--- config.mk ---
export PLATFORM = sky130hd
export DESIGN_NAME = soc_fifo_drain_master
export DESIGN_NICKNAME = d
export VERILOG_FILES = /design/src/rtl/soc_fifo_drain_pkg.sv /design/src/rtl/soc_fifo_drain_outreg.sv /design/src/rtl/soc_fifo_drain_master.sv
export SDC_FILE = /design/constraint.sdc
export NUM_CORES = 1
export LEC_CHECK = 0
export BUFFER_PORTS_ARGS = -buffer_cell sky130_fd_sc_hd__buf_2
export CAP_MARGIN = 20
export CELL_PAD_IN_SITES_DETAIL_PLACEMENT = 0
export CELL_PAD_IN_SITES_GLOBAL_PLACEMENT = 2
export CORE_ASPECT_RATIO = 1.1
export CORE_MARGIN = 3
export CORE_UTILIZATION = 30
export DETAILED_ROUTE_END_ITERATION = 8
export PLACE_DENSITY = 0.83
export SYNTH_ARGS = -nofsm -noshare
export SYNTH_HDL_FRONTEND = slang
export SYNTH_SLANG_ARGS = --single-unit
--- constraint.sdc ---
create_clock -name wrclock -period 3.7 [get_ports wrclock]
set_clock_uncertainty 0.2 [all_clocks]
set_input_delay 0.185 -clock wrclock [delete_from_list [all_inputs] [get_ports wrclock]]
set_output_delay 0.185 -clock wrclock [all_outputs]
set_load 0.1 [all_outputs]
--- src/rtl/soc_fifo_drain_pkg.sv ---
// Shared state encoding and constants for the SoC FIFO drain master.
package soc_fifo_drain_pkg;

  typedef enum logic [2:0] {
    IDLE,
    POLL_REQ,
    POLL_WAIT,
    READ,
    GAP
  } state_t;

  localparam logic [2:0] FILL_LEVEL_ADDR = 3'd0;
  localparam int         DEFAULT_DATA_W  = 32;

endpackage

--- src/rtl/soc_fifo_drain_outreg.sv ---
// Single-entry valid/ready output register feeding the downstream stream.
module soc_fifo_drain_outreg
  import soc_fifo_drain_pkg::*;
#(
  parameter int DATA_W = DEFAULT_DATA_W
) (
  input  logic              clk,
  input  logic              reset,
  input  logic              i_load,
  input  logic [DATA_W-1:0] i_data,
  input  logic              i_ready,
  output logic              o_valid,
  output logic [DATA_W-1:0] o_data,
  output logic              o_space
);

  logic              r_valid;
  logic [DATA_W-1:0] r_data;

  // A load wins over a same-edge drain, so a simultaneous accept keeps valid high.
  always_ff @(posedge clk) begin
    if (reset) begin
      r_valid <= 1'b0;
      r_data  <= '0;
    end else if (i_load) begin
      r_valid <= 1'b1;
      r_data  <= i_data;
    end else if (r_valid && i_ready) begin
      r_valid <= 1'b0;
    end
  end

  assign o_valid = r_valid;
  assign o_data  = r_data;
  assign o_space = !r_valid || i_ready;

endmodule

--- src/rtl/soc_fifo_drain_master.sv ---
// Avalon-MM master that polls the FIFO fill level and drains up to MAX_BURST
// words per poll onto a valid/ready stream.
module soc_fifo_drain_master
  import soc_fifo_drain_pkg::*;
#(
  parameter int DATA_W    = DEFAULT_DATA_W,
  parameter int MAX_BURST = 8,
  parameter int POLL_GAP  = 16
) (
  input  logic              wrclock,
  input  logic              reset,
  input  logic              enable,
  output logic [2:0]        csr_address,
  output logic              csr_read,
  input  logic [31:0]       csr_readdata,
  input  logic              fifo_irq,
  output logic              fifo_read,
  input  logic [DATA_W-1:0] fifo_readdata,
  input  logic              fifo_waitrequest,
  output logic              out_valid,
  output logic [DATA_W-1:0] out_data,
  input  logic              out_ready,
  output logic              busy,
  output logic [31:0]       words_drained
);

  localparam int                  CREDIT_W   = $clog2(MAX_BURST + 1);
  localparam logic [CREDIT_W-1:0] CREDIT_MAX = CREDIT_W'(MAX_BURST);
  localparam logic [15:0]         GAP_LAST   = 16'(POLL_GAP - 1);

  state_t              r_state;
  state_t              w_state_next;
  logic [CREDIT_W-1:0] r_credit;
  logic [CREDIT_W-1:0] w_credit_poll;
  logic [CREDIT_W-1:0] w_credit_after;
  logic                r_pending;
  logic [15:0]         r_gap_cnt;
  logic [31:0]         r_words;
  logic                w_space;
  logic                w_read_req;
  logic                w_accept;
  logic                w_last;

  // Any fill above MAX_BURST, including values with bit 31 set, saturates.
  assign w_credit_poll = (csr_readdata > 32'(MAX_BURST)) ? CREDIT_MAX
                                                         : csr_readdata[CREDIT_W-1:0];

  // A pending read is held unconditionally; new reads need credit, enable and space.
  assign w_read_req     = (r_state == READ) &&
                          (r_pending || (enable && (r_credit != '0) && w_space));
  assign w_accept       = w_read_req && !fifo_waitrequest;
  assign w_credit_after = w_accept ? (r_credit - CREDIT_W'(1)) : r_credit;
  assign w_last         = (w_credit_after == '0);

  always_comb begin
    w_state_next = r_state;
    csr_read     = 1'b0;
    case (r_state)
      IDLE: begin
        if (enable) w_state_next = POLL_REQ;
      end
      POLL_REQ: begin
        csr_read     = 1'b1;
        w_state_next = POLL_WAIT;
      end
      POLL_WAIT: begin
        w_state_next = (w_credit_poll == '0) ? GAP : READ;
      end
      READ: begin
        if (w_read_req && fifo_waitrequest) w_state_next = READ;
        else if (!enable)                   w_state_next = IDLE;
        else if (w_last)                    w_state_next = POLL_REQ;
      end
      GAP: begin
        if (!enable)                                w_state_next = IDLE;
        else if (fifo_irq || r_gap_cnt == GAP_LAST) w_state_next = POLL_REQ;
      end
      default: w_state_next = IDLE;
    endcase
  end

  always_ff @(posedge wrclock) begin
    if (reset) begin
      r_state   <= IDLE;
      r_credit  <= '0;
      r_pending <= 1'b0;
      r_gap_cnt <= '0;
      r_words   <= '0;
    end else begin
      r_state   <= w_state_next;
      r_pending <= w_read_req && fifo_waitrequest;
      if (w_accept) r_words <= r_words + 32'd1;
      if (r_state == GAP) r_gap_cnt <= r_gap_cnt + 16'd1;
      else                r_gap_cnt <= '0;
      // Leaving READ for any reason discards whatever credit is left.
      if (r_state == POLL_WAIT)  r_credit <= w_credit_poll;
      else if (r_state == READ)  r_credit <= (w_state_next == READ) ? w_credit_after : '0;
    end
  end

  soc_fifo_drain_outreg #(
    .DATA_W (DATA_W)
  ) u_outreg (
    .clk     (wrclock),
    .reset   (reset),
    .i_load  (w_accept),
    .i_data  (fifo_readdata),
    .i_ready (out_ready),
    .o_valid (out_valid),
    .o_data  (out_data),
    .o_space (w_space)
  );

  assign csr_address   = FILL_LEVEL_ADDR;
  assign fifo_read     = w_read_req;
  assign busy          = (r_state != IDLE);
  assign words_drained = r_words;

endmodule

==> metrics.md <==
| Metric | Value |
|---|---|
| Result of the run | finished, final reports clean |
| R2r worst-path depth | 8 |
| Input/output buffers | roughly 140 |
| Most common cell on crit path | sky130_fd_sc_hd__or3_1 |
| Worst r2r src | r_credit[0] |
| Final antenna diode count | 0 |
| Hold Path Stages | 3 |
| Post-detailed-route wirelength per cell | 13.3 um |
| Area delta synth->final | 37.3% |
| Source of the critical timing path | r_credit[0] |
| Synth async-reset ratio | 0% |
| Maximum frequency from static timing analysis | about 0.37 GHz |
| All-layer global routing usage | between 10% and 20% |
| Total via count after detailed routing | around 3,800 |
| Netlist Area Pre-Place | 3910 um2 |
| Average instance area after synthesis | about 8.3 um2 |
| CTS H-tree depth | 3 |
| Die footprint | 14,400 um2 |
| Critical Path Source Type | register |
| Overflow left after global routing | 0 |
| Wire length of the first global-routing pass | 17,600 um |
| Post-detailed-routing wire length | 10,600 um |
| Layout cells sized above 1 | 25.5% |
| Number of buffers on the longest clock path | 2 |
| Post-detailed-route DRC marker count | 0 |
| Cells after Synth | 469 |
| Hold path start | out_ready |
| Worst slew margin relative to its limit | about two fifths |
| Number of antenna-violating nets in the routed design | 0 |
| CTS tree | built |
| Number of fill cells in the layout | 1,281 |
| Arrival @ worst endpoint | between 2 and 3 ns |
| Final core occ | a little over two fifths |
| HPWL after detailed placement | roughly 7600 um |
| Number of nets at the end of the flow | 708 |
| Most common library cell in the layout ignoring fill and taps | sky130_fd_sc_hd__buf_2 |
| Static power due to leakage | 2.22 nW |
| Number of DRC markers in iteration 0 | 181 |
| Multi-input gate area in the final layout | 2000 um2 |
| Max-slew violation count | 0 |
| R2R Setup Slk | 0.97 ns |
| Die W | about 110 um |
| Reg2Reg Capture Point | words_drained[31] |
| Core Region | 12,700 um2 |
| Min Clock Period, post-route | 2.73 ns |
| Count of endpoints failing setup in the final report | 0 |
| Slowest stage delay, CP | roughly 0.49 ns |
| Most used cells in the layout excluding fill and tap cells | 137 x sky130_fd_sc_hd__buf_2, 89 x sky130_fd_sc_hd__dfxtp_1, 84 x sky130_fd_sc_hd__nand2_1 |
| Last weighted congestion value of the routability-driven placer | 0.867 |
| Number of buffers inserted during clock tree synthesis | 9 |
| Count of flip-flops with a built-in enable after synthesis | 0 |
| Max Cap Violations | 0 |
| Slew of the pin with the lowest slew margin | 0.906 ns |
| Initial standard-cell utilization of the core | 30.8% |
| HP Class | input port to register |
| Avg Vias per Cell | 4.75 |
| Clock root buffer master | sky130_fd_sc_hd__clkbuf_16 |
| Vias in the first global route | around 3,800 |
| Synth unique cells | 48 |
| Die boundary height | 126 um |
| Crit-path cells | inv_1 -> ha_1 -> nor4b_2 -> or3_1 -> nor3_4 -> nand3_2 -> or3_1 -> a21oi_1 |
| Worst-Skew Late Latency | 0.33 ns |
| Maximum vdd ir drop | 0.191 mV |
| Top fanout value on the critical path | 8 |
| Worst setup path category | register to register |
| Aggregate negative setup slack | 0 ns |
| Antenna violations before repair | 0 |
| Critical Path End Type | register |
| Unrepaired setup endpoints after global routing | no |
| Fraction of the yosys area taken by sequential cells | 45.6% |
| Flop and latch count out of synthesis | 89 |
| Total power divided by cell area | 387 nW/um2 |
| Count of final hold-check violations | 0 |
| Clock Pin Slew Worst Setup and Hold Paths | 0.07 ns |
| CTS sink count | roughly 90 |
| Hold Crit Endpoint | u_outreg.o_valid |
| Worst hold margin | between 0.005 and 0.006 ns |
| Yosys warning count | 0 |
| Most used flip-flop cell after synthesis | sky130_fd_sc_hd__dfxtp_1 |
| Top Ports | roughly 140 |
| Reg area | 1780 um2 |
| Post-CTS Repair Setup Buffers | 0 |
| Pin count of the biggest net entering global routing | 45 |
| Final clock period utilization by the worst path | 73.8% |
| Number of placement rows | 43 |
| Required time worst endpoint | about 3.8 ns |
| Detailed-routing iteration count for the pre-antenna-repair pass | 4 |
| Library cell contributing the largest single delay on the critical path | sky130_fd_sc_hd__or3_1 |
-- stage by stage --
stage / power, mW / instance area, um2 / setup slack (ns) / std cells
after global placement: 1.17 / 4710 / 1.04 / 744
after detailed placement: 1.17 / 4710 / 0.984 / 744
after CTS: 2.11 / 5370 / 0.960 / 797
after global routing: 2.17 / 5370 / 0.799 / 797
after floorplan: 1.11 / 3920 / 0.0769 / 471
final: 2.08 / 5370 / 0.970 / 797
-- worst max-delay path by stage --
| stage | endpoint | slack, ns | cells past startpoint |
|---|---|---|---|
| 3_3_place_gp | words_drained[31] | 1.04 | 8 |
| 2_1_floorplan | fifo_read | 0.08 | 3 |
| 5_1_grt | r_credit[1] | 0.80 | 9 |
| 3_5_place_dp | words_drained[31] | 0.98 | 8 |
| 6_report | words_drained[31] | 0.97 | 8 |
| 4_1_cts | words_drained[31] | 0.96 | 8 |
-- cells by family after synthesis --
| family | after synthesis | synth area share [%] |
|---|---|---|
| compound gates | 66 | 9.64 |
| xor+xnor | 44 | 9.86 |
| fa+ha+maj | 3 | 0.960 |
| buf+inv | 30 | 3.65 |
| flops | 89 | 45.6 |
| other cells | 1 | 0.0959 |
| simple gates | 236 | 30.2 |
-- routing by layer --
metal | vias to the layer above | wire, um | track usage [%]
li1 | 1950 | - | -
met1 | 1717 | 4550 | 17.1
met3 | 16 | 532 | 3.94
met5 | - | 0 | 0
met4 | 0 | 242 | 5.25
met2 | 102 | 5290 | 25.8
-- where the power goes --
part	leakage [nW]	switching, mW	internal, mW
sequential	0.717	0.0125	0.965
clock	0.144	0.356	0.541
combinational	1.36	0.117	0.0850
-- critical path: cells and delay by family (launching register included) --
kind / cells / cell delay [ns]
simple gates: 5 / 1.61
buf+inv: 1 / 0.10
compound gates: 1 / 0.14
flops: 1 / 0.36
fa+ha+maj: 1 / 0.24
-- what timing repair did --
item	in CTS	in global routing
hold buffers	37	0
gates resized for setup	0	0
endpoints found under the hold margin	37	0
-- Yosys cell counts (5+ instances only) --
library cell | n | area share (%)
sky130_fd_sc_hd__nand3_1 | 18 | 2.3
sky130_fd_sc_hd__xnor2_1 | 13 | 2.9
sky130_fd_sc_hd__o21ai_0 | 7 | 0.90
sky130_fd_sc_hd__clkbuf_1 | 16 | 1.5
sky130_fd_sc_hd__xor2_1 | 31 | 6.9
sky130_fd_sc_hd__inv_1 | 6 | 0.58
sky130_fd_sc_hd__and3_1 | 7 | 1.1
sky130_fd_sc_hd__a21oi_1 | 46 | 5.9
sky130_fd_sc_hd__nand4_1 | 18 | 2.9
sky130_fd_sc_hd__nand2_1 | 84 | 8.1
sky130_fd_sc_hd__nor4_1 | 12 | 1.9
sky130_fd_sc_hd__and4_1 | 5 | 1.1
sky130_fd_sc_hd__nor3_1 | 13 | 1.7
sky130_fd_sc_hd__dfxtp_1 | 89 | 46
sky130_fd_sc_hd__nor2_1 | 50 | 4.8
sky130_fd_sc_hd__or3_1 | 8 | 1.3
-- registers in the layout, indices dropped and copies added (netlist names) --
| register | count |
|---|---|
| r_credit | 4 |
| r_gap_cnt | 16 |
| r_pending | 1 |
| r_state | 3 |
| u_outreg.o_data | 32 |
| u_outreg.o_valid | 1 |
| words_drained | 32 |
-- final cells by class --
cell class	count	share of cell area, %
timing repair buffer	177	20.1
clock buffer	13	4.66
multi-input combinational	352	37.2
sequential	89	33.2
clock inverter	3	0.746
inverter	6	0.420
tap	157	3.66
Power figures use the tool's default switching activity.
